**src/rtl/cpu_pkg.sv**
```systemverilog
// Shared pipeline-control types and encodings.
// Imported by the hazard sequencer and its helpers.
package cpu_pkg;

  typedef enum logic [1:0] {
    RUN,
    LU,
    SLEEP,
    TRAP
  } ctrl_state_t;

  localparam logic [1:0] INSTR_PASS   = 2'b00;
  localparam logic [1:0] INSTR_REPLAY = 2'b01;
  localparam logic [1:0] INSTR_FLUSH  = 2'b10;

  localparam logic [1:0] PC_SEQ  = 2'b00;
  localparam logic [1:0] PC_TGT  = 2'b01;
  localparam logic [1:0] PC_TVEC = 2'b10;

  localparam logic [31:0] NOP = 32'h0000_0013;

endpackage

```
**src/rtl/load_use_detect.sv**
```systemverilog
// Load-use hazard compare between the ID sources and the EX load.
// Purely combinational; x0 never creates a hazard.
module load_use_detect #(
  parameter int REG_AW = 5
) (
  input  logic [REG_AW-1:0] i_rs1,
  input  logic [REG_AW-1:0] i_rs2,
  input  logic              i_use_rs1,
  input  logic              i_use_rs2,
  input  logic [REG_AW-1:0] i_ex_rd,
  input  logic              i_ex_memRead,
  output logic              o_hazard
);

  logic w_rd_nz;
  logic w_m1;
  logic w_m2;

  assign w_rd_nz  = |i_ex_rd;
  assign w_m1     = i_use_rs1 & (i_rs1 == i_ex_rd);
  assign w_m2     = i_use_rs2 & (i_rs2 == i_ex_rd);
  assign o_hazard = i_ex_memRead & w_rd_nz & (w_m1 | w_m2);

endmodule

```
**src/rtl/pipe_hazard_ctrl.sv**
```systemverilog
// Central stall/flush sequencer for the IF/ID and ID/EX registers.
// Priority: bus stall > interrupt > redirect > load-use > WFI.
module pipe_hazard_ctrl
  import cpu_pkg::*;
#(
  parameter int REG_AW = 5,
  parameter int PERF_W = 32
) (
  input  logic              clk,
  input  logic              rst,
  input  logic              im_stall,
  input  logic              dm_stall,
  input  logic [REG_AW-1:0] id_rs1,
  input  logic [REG_AW-1:0] id_rs2,
  input  logic              id_use_rs1,
  input  logic              id_use_rs2,
  input  logic              id_isWFI,
  input  logic [REG_AW-1:0] ex_rd,
  input  logic              ex_memRead,
  input  logic              ex_redirect,
  input  logic              irq_pending,
  output logic [1:0]        busStall,
  output logic [1:0]        instr_sel,
  output logic              loadUse,
  output logic              isWFI,
  output logic              interrupt,
  output logic              pc_write,
  output logic [1:0]        pc_sel,
  output logic              bubble_EX,
  output logic [PERF_W-1:0] stall_cnt
);

  ctrl_state_t       r_state;
  ctrl_state_t       w_next;
  logic [PERF_W-1:0] r_cnt;
  logic              w_cnt_inc;
  logic              w_hazard;
  logic              w_bus;

  load_use_detect #(
    .REG_AW (REG_AW)
  ) u_lud (
    .i_rs1        (id_rs1),
    .i_rs2        (id_rs2),
    .i_use_rs1    (id_use_rs1),
    .i_use_rs2    (id_use_rs2),
    .i_ex_rd      (ex_rd),
    .i_ex_memRead (ex_memRead),
    .o_hazard     (w_hazard)
  );

  assign w_bus     = im_stall | dm_stall;
  assign stall_cnt = r_cnt;

  always_ff @(posedge clk) begin
    if (rst) begin
      r_state <= RUN;
      r_cnt   <= '0;
    end else begin
      r_state <= w_next;
      if (w_cnt_inc)
        r_cnt <= r_cnt + PERF_W'(1);
    end
  end

  always_comb begin
    busStall  = {dm_stall, im_stall};
    instr_sel = INSTR_PASS;
    loadUse   = 1'b0;
    isWFI     = (r_state == SLEEP);
    interrupt = 1'b0;
    pc_write  = 1'b1;
    pc_sel    = PC_SEQ;
    bubble_EX = 1'b0;
    w_next    = r_state;
    w_cnt_inc = 1'b0;

    if (w_bus) begin
      // Frozen: pending redirect/irq are simply not acted on yet.
      pc_write  = 1'b0;
      w_cnt_inc = 1'b1;
    end else begin
      unique case (r_state)
        RUN, LU: begin
          if (irq_pending) begin
            interrupt = 1'b1;
            pc_sel    = PC_TVEC;
            instr_sel = INSTR_FLUSH;
            bubble_EX = 1'b1;
            w_next    = TRAP;
          end else if (ex_redirect) begin
            pc_sel    = PC_TGT;
            instr_sel = INSTR_FLUSH;
            bubble_EX = 1'b1;
            w_next    = TRAP;
          end else if (r_state == LU) begin
            instr_sel = INSTR_REPLAY;
            w_next    = RUN;
          end else if (w_hazard) begin
            loadUse   = 1'b1;
            pc_write  = 1'b0;
            bubble_EX = 1'b1;
            w_cnt_inc = 1'b1;
            w_next    = LU;
          end else if (id_isWFI) begin
            pc_write  = 1'b0;
            w_next    = SLEEP;
          end
        end
        SLEEP: begin
          bubble_EX = 1'b1;
          if (irq_pending) begin
            interrupt = 1'b1;
            pc_sel    = PC_TVEC;
            instr_sel = INSTR_FLUSH;
            w_next    = TRAP;
          end else begin
            pc_write  = 1'b0;
            w_cnt_inc = 1'b1;
          end
        end
        TRAP: begin
          instr_sel = INSTR_FLUSH;
          w_next    = RUN;
        end
        default: w_next = RUN;
      endcase
    end
  end

endmodule
```
**config.mk**
```make
export PLATFORM = sky130hd
export DESIGN_NAME = pipe_hazard_ctrl
export DESIGN_NICKNAME = d
export VERILOG_FILES = /design/src/rtl/cpu_pkg.sv /design/src/rtl/load_use_detect.sv /design/src/rtl/pipe_hazard_ctrl.sv
export SDC_FILE = /design/constraint.sdc
export NUM_CORES = 1
export LEC_CHECK = 0
export CAP_MARGIN = 20
export CORE_AREA = 2 2 85 87
export DETAILED_ROUTE_END_ITERATION = 7
export DIE_AREA = 0 0 87 89
export PLACE_DENSITY_LB_ADDON = 0.25
export RECOVER_POWER = 50
export SYNTH_ARGS = -nofsm -noshare
export SYNTH_HDL_FRONTEND = slang
export SYNTH_SLANG_ARGS = --single-unit
```
**constraint.sdc**
```tcl
create_clock -name clk -period 2 [get_ports clk]
set_input_delay 0.4 -clock clk [delete_from_list [all_inputs] [get_ports clk]]
set_output_delay 0.4 -clock clk [all_outputs]
set_load 0.05 [all_outputs]
```
**Yosys cells after proc, flatten, opt, wreduce, memory -nomap -nowiden**

Cells that the tools add are included.
W data, S select, Z words.

- Register bits after elaboration: 34
- Input port bits: 25
- Output and inout port bits: 43
- Logic and storage cells: 62

- Add/sub/neg operators: 1
- Eq/ne operators: 7
- Multiplexer cells: 40
- Bitwise operators: 7
- Reduce and logical (&&, ||, !) cells: 5

Operator list:

| kind | number |
|---|---|
| $add A32 B1 Y32 const B | 1 |
| $mux W2 | 12 |
| $mux W1 | 22 |
| $pmux W2 S3 | 2 |
| $eq A5 B5 Y1 | 2 |
| $ne A6 B5 Y1 const B | 1 |
| $pmux W1 S2 | 3 |
| $reduce_or A5 Y1 | 1 |
| $and A1 B1 Y1 | 4 |
| $eq A2 B2 Y1 const B | 2 |
| $pmux W2 S2 | 1 |
| $reduce_and A3 Y1 | 1 |
| $reduce_or A3 Y1 | 1 |
| $eq A2 B1 Y1 const B | 1 |
| $logic_not A2 Y1 | 1 |
| $ne A2 B2 Y1 const B | 1 |
| $or A1 B1 Y1 | 2 |
| $reduce_or A2 Y1 | 1 |
| $not A1 Y1 | 1 |

**Depth between registers and ports, before layout**

- Depth in word-level cells: 10
- Depth in mapped cells: 8
- Mapped depth without buffers: 7

**Hierarchy**

A second synthesis with hierarchy kept.

- Cell total of the unflattened synthesis: 245
- Area total of the unflattened synthesis: 2050.7 um^2

Modules (own cells, without submodules):

| module | times used | cells each | area each (um^2) | seq. area each (um^2) |
|---|---|---|---|---|
| pipe_hazard_ctrl | 1 | 228 | 1916.8 | 680.7 |
| load_use_detect | 1 | 17 | 133.9 | 0.0 |

**Worst setup path before layout**

Ideal clock, no wire load.

- Path kind: in2out
- From: in dm_stall
- To: out pc_sel[0]
- Arrival: 2.343 ns
- Required time: 1.600 ns
- Path slack: -0.743 ns
- Stages on the path: 2
- Path buffers: 0
- Cell sequence: or2_2 > nor4b_1

- Word-level cells in the longest chain between the ends: 2

RTL lines:

| element | line | source |
|---|---|---|
| start: declaration | pipe_hazard_ctrl.sv:12 | `input logic dm_stall,` |
| $or A1 B1 Y1 | pipe_hazard_ctrl.sv:52 | `assign w_bus = im_stall \| dm_stall;` |
| $mux W2 | pipe_hazard_ctrl.sv:78 | `if (w_bus) begin` |
| end: declaration | pipe_hazard_ctrl.sv:28 | `output logic [1:0] pc_sel,` |

No other way between the ends.

**Worst setup path in the final report**

- From: in ex_rd[2]
- To: out bubble_EX

- Word-level cells in the longest chain between the ends: 10
- Elaborated cells on any way between the ends: 14
- Those cells by class: 2 x eq/ne; 6 x mux; 5 x bitwise; 1 x reduce/logical

RTL lines:

| element | line | source |
|---|---|---|
| start: declaration | pipe_hazard_ctrl.sv:18 | `input logic [REG_AW-1:0] ex_rd,` |
| $eq A5 B5 Y1 (on tied branches) | load_use_detect.sv:20, load_use_detect.sv:21 |  |
| $and A1 B1 Y1 (on tied branches) | load_use_detect.sv:20, load_use_detect.sv:21 |  |
| $or A1 B1 Y1 | load_use_detect.sv:22 | `assign o_hazard = i_ex_memRead & w_rd_nz & (w_m1 \| w_m2);` |
| $and A1 B1 Y1 (*) | load_use_detect.sv:22 |  |
| $mux W1 (*) | pipe_hazard_ctrl.sv:99 | `end else if (w_hazard) begin` |
| $mux W1 (*) | pipe_hazard_ctrl.sv:96 | `end else if (r_state == LU) begin` |
| $mux W1 (*) | pipe_hazard_ctrl.sv:91 | `end else if (ex_redirect) begin` |
| $mux W1 (*) | pipe_hazard_ctrl.sv:85 | `if (irq_pending) begin` |
| $pmux W1 S2 (*) | pipe_hazard_ctrl.sv:83 | `unique case (r_state)` |
| $mux W1 (*) | pipe_hazard_ctrl.sv:78 |  |
| end: declaration | pipe_hazard_ctrl.sv:29 | `output logic bubble_EX,` |

Mark *: on every way between the ends. The rest lies on a longest branch, timed or not.

==> run_summary.xml <==
<?xml version="1.0" encoding="UTF-8"?>
<metrics>
  <group name="timing">
    <metric name="finalHoldViolations" unit="">0</metric>
    <metric name="fin_worst_skew" unit="ns">0.00322</metric>
    <metric name="slew_violations" unit="">0</metric>
    <metric name="max_freq" unit="MHz">470</metric>
    <metric name="finalCritPeriodShare" unit="">1.06</metric>
    <metric name="rsz0062_at_grt" unit="">true</metric>
    <metric name="period_needed" unit="ns">2.13</metric>
    <metric name="slew_headroom" unit="">0.575</metric>
    <metric name="setup_slack" unit="ns">-0.127</metric>
    <metric name="finalSetupViolCount" unit="">14</metric>
    <metric name="worst-slew-pin-transition" unit="ns">0.640</metric>
  </group>
  <group name="worst_setup_path">
    <metric name="critPathKind" unit="">input port to output port</metric>
    <metric name="timing.critical_path.from_type" unit="">input port</metric>
    <metric name="critPathMaxStageDelay" unit="ns">0.51</metric>
    <metric name="end_kind" unit="">output port</metric>
    <metric name="timing.critical_path.cells" unit="">buf_6, or4_1, o21a_1, nand2_2, nor2_1, o21a_2, buf_8</metric>
    <metric name="crit_family" unit="">simple AND/OR/NAND/NOR gates</metric>
    <metric name="timing.critical_path.required" unit="ns">1.60</metric>
    <metric name="arrival" unit="ns">1.73</metric>
    <metric name="crit_path_max_fanout" unit="">3</metric>
    <metric name="worstPathBufferInverterCount" unit="">2</metric>
    <metric name="worst_path_max_delay_cell" unit="">or4_1</metric>
  </group>
  <group name="clock_tree">
    <metric name="cts.clk_slew.worst_paths" unit="ns">0.06</metric>
    <metric name="ctsRootBufferMaster" unit="">clkbuf_8</metric>
    <metric name="cts_max_path_buffers" unit="">2</metric>
    <metric name="clock_latency" unit="ns">0.28</metric>
    <metric name="tritoncts" unit="">done</metric>
    <metric name="cts_made_buffers" unit="">5</metric>
    <metric name="cts_num_sinks" unit="">34</metric>
    <metric name="cts.htree.levels" unit="">2</metric>
    <metric name="postCtsHoldBufs" unit="">0</metric>
  </group>
  <group name="global_routing">
    <metric name="grt_overflow_total" unit="">0</metric>
    <metric name="initial_antenna_violation_count" unit="">0</metric>
    <metric name="grt.total_usage" unit="">0.149</metric>
    <metric name="maximum_number_of_pins_on_one_net_before_global_route_repair" unit="">35</metric>
    <metric name="grt_first_pass_wirelength" unit="µm">9340</metric>
    <metric name="number_of_global_route_vias_before_repair" unit="">2086</metric>
  </group>
  <group name="place">
    <metric name="dpl.cell_count" unit="">408</metric>
    <metric name="final_estimated_routing_congestion_in_global_placement" unit="">0.784</metric>
    <metric name="numPortBuffers" unit="">67</metric>
    <metric name="dpl.hpwl" unit="µm">4050</metric>
    <metric name="dpl-instance-area" unit="µm²">3050</metric>
  </group>
  <group name="die">
    <metric name="die_area" unit="µm²">7740</metric>
    <metric name="rows" unit="">30</metric>
    <metric name="start_util" unit="">0.295</metric>
    <metric name="ios" unit="">68</metric>
    <metric name="dieHeight" unit="µm">89</metric>
    <metric name="die-width" unit="µm">87</metric>
    <metric name="fp.coreArea" unit="µm²">6720</metric>
  </group>
  <group name="finish">
    <metric name="drive_gt1_frac" unit="">0.284</metric>
    <metric name="antennaDiodeCount" unit="">0</metric>
    <metric name="nNetsFinal" unit="">367</metric>
    <metric name="layout.core_utilization" unit="">0.487</metric>
    <metric name="area_growth_syn_to_layout" unit="%">65.3</metric>
    <metric name="num-fill-cells" unit="">651</metric>
    <metric name="stdcell_count" unit="">421</metric>
    <metric name="stdcell_area" unit="µm²">3270</metric>
  </group>
  <group name="logic_synthesis">
    <metric name="synth_area_per_cell" unit="µm²">8.08</metric>
    <metric name="synthCells" unit="">245</metric>
    <metric name="synthDistinctLibCells" unit="">41</metric>
    <metric name="ys_warn_count" unit="">0</metric>
    <metric name="syn_nets" unit="">271</metric>
    <metric name="async_reset_ff_frac" unit="">0</metric>
    <metric name="mappedNetlistArea" unit="µm²">1980</metric>
    <metric name="ys_seq_elements" unit="">34</metric>
    <metric name="yosysSeqAreaShare" unit="">0.344</metric>
    <metric name="edff_count_synth" unit="">0</metric>
    <metric name="top_reg_cell_synth" unit="">dfxtp_1</metric>
  </group>
  <group name="pwr">
    <metric name="cellLeakagePower" unit="nW">1.15</metric>
    <metric name="power_per_cell_area" unit="nW/µm²">480</metric>
    <metric name="ir_worst_vdd" unit="µV">209</metric>
  </group>
  <group name="drt">
    <metric name="vias" unit="">2212</metric>
    <metric name="avgRoutedWirePerCell" unit="µm">13.5</metric>
    <metric name="wl" unit="µm">5680</metric>
    <metric name="detailedRoute.firstIterationViolations" unit="">87</metric>
    <metric name="drt-vias-per-instance" unit="">5.25</metric>
    <metric name="drc_errors" unit="">0</metric>
    <metric name="detail_route.first_pass.iterations" unit="">4</metric>
    <metric name="final_antenna_net_count" unit="">0</metric>
  </group>
  <group name="outcome">
    <metric name="run_status" unit="">complete, but fails checks</metric>
    <metric name="failed_checks" unit="">setup timing</metric>
  </group>
  <group name="worst_hold_path">
    <metric name="hp-class" unit="">flop to flop</metric>
  </group>
  <group name="run">
    <metric name="max_cap_violations" unit="">0</metric>
  </group>
</metrics>
==> final timing paths <==
path / start / endpoint / slack, ns / depth (start not counted)
setup reg to reg: r_state[0] / stall_cnt[29] / 0.14 / 6
setup / recovery: ex_rd[2] / bubble_EX / -0.13 / 7
hold reg to reg: stall_cnt[17] / stall_cnt[17] / 0.49 / 2
hold / removal: stall_cnt[17] / stall_cnt[17] / 0.49 / 2
==> worst register-to-register path: cells and delay by family (launching register included) <==
family,cells,cell delay (ns)
buffers and inverters,2,0.34
DFF,1,0.37
AOI/OAI and AO/OA,2,0.24
and+or+nand+nor,2,0.84
==> cells by family (layout without fill, tap and decap cells) <==
family / Yosys count / in the layout / synth area share
and+or+nand+nor: 108 / 108 / 0.329
AOI/OAI and AO/OA: 71 / 71 / 0.210
DFF: 34 / 34 / 0.344
buffers and inverters: 19 / 115 / 0.0575
xor gates and xnor gates: 11 / 11 / 0.0486
adders and majority gates: 1 / 1 / 0.00632
muxes: 1 / 1 / 0.00505
==> layer usage <==
layer / share of wire / vias to the layer above / GRT usage
li1: - / 1124 / -
met1: 0.45 / 1012 / 0.183
met2: 0.47 / 70 / 0.247
met3: 0.076 / 6 / 0.0536
met4: 0.010 / 0 / 0.0426
met5: 0 / - / 0
==> cell usage in the layout (no fill, tap or decap), types with 3 or more instances in the layout <==
master,synthesis,final
and3_1,8,7
and4_1,4,4
dfxtp_2,0,12
nand2_2,0,3
or4_1,10,10
o31ai_1,9,9
nand4_1,12,12
o21ai_0,10,10
clkbuf_8,0,5
nor2_1,9,6
a21oi_1,35,32
buf_6,4,12
clkbuf_1,6,10
buf_4,2,25
buf_12,0,11
nand2_1,15,12
clkdlybuf4s50_1,0,29
clkdlybuf4s15_1,0,9
xnor2_1,10,8
nand3_1,12,11
dfxtp_1,34,20
or3_1,22,22
o21ai_1,10,10
dlygate4sd2_1,0,6
==> through the flow <==
stage,TNS [ns],hold slack [ns],worst slack [ns],power [W]
after floorplan,-0.107,0.582,-0.0546,0.000908
after global placement,-16.48,0.461,-0.525,0.00108
after detailed placement,-17.69,0.481,-0.535,0.00108
after CTS,-0.439,0.489,-0.164,0.00157
after global routing,-1.94,0.521,-0.163,0.00165
final,-0.420,0.487,-0.127,0.00157
==> synth_stat cells (9+ instances only) <==
cell / count / share of area
dfxtp_1: 34 / 0.34
nand3_1: 12 / 0.030
o31ai_1: 9 / 0.034
nor2_1: 9 / 0.017
o21ai_0: 10 / 0.025
xnor2_1: 10 / 0.044
or3_1: 22 / 0.069
a21oi_1: 35 / 0.088
o21ai_1: 10 / 0.025
nand2_1: 15 / 0.028
or4_1: 10 / 0.038
nand4_1: 12 / 0.038
==> state kept, by name (all words and copies together) (netlist names) <==
signal	cells
stall_cnt	32
r_state	2
==> area by class of cell <==
| type | instances | area (µm²) | share of cell area |
|---|---|---|---|
| clock buffer | 7 | 76.3 | 0.0233 |
| sequential | 34 | 703 | 0.215 |
| multi-input combinational | 192 | 1310 | 0.399 |
| inverter | 2 | 7.51 | 0.00229 |
| timing repair buffer | 106 | 1080 | 0.330 |
| tap | 80 | 100 | 0.0306 |
==> what timing repair did <==
action,4_1_cts,5_1_grt
pin swaps,24,14
resized for setup,61,17
setup buffers,4,2
setup endpoints to repair,38,12
cloned,0,1
==> power by group <==
| group | internal [W] | leakage (nW) | switching, W |
|---|---|---|---|
| combinational | 0.000195 | 0.829 | 0.000196 |
| sequential | 0.000690 | 0.282 | 0.0000181 |
| clock | 0.000239 | 0.0383 | 0.000231 |
| total | 0.00112 | 1.15 | 0.000446 |
No activity file was read; power rests on OpenSTA's default activity.
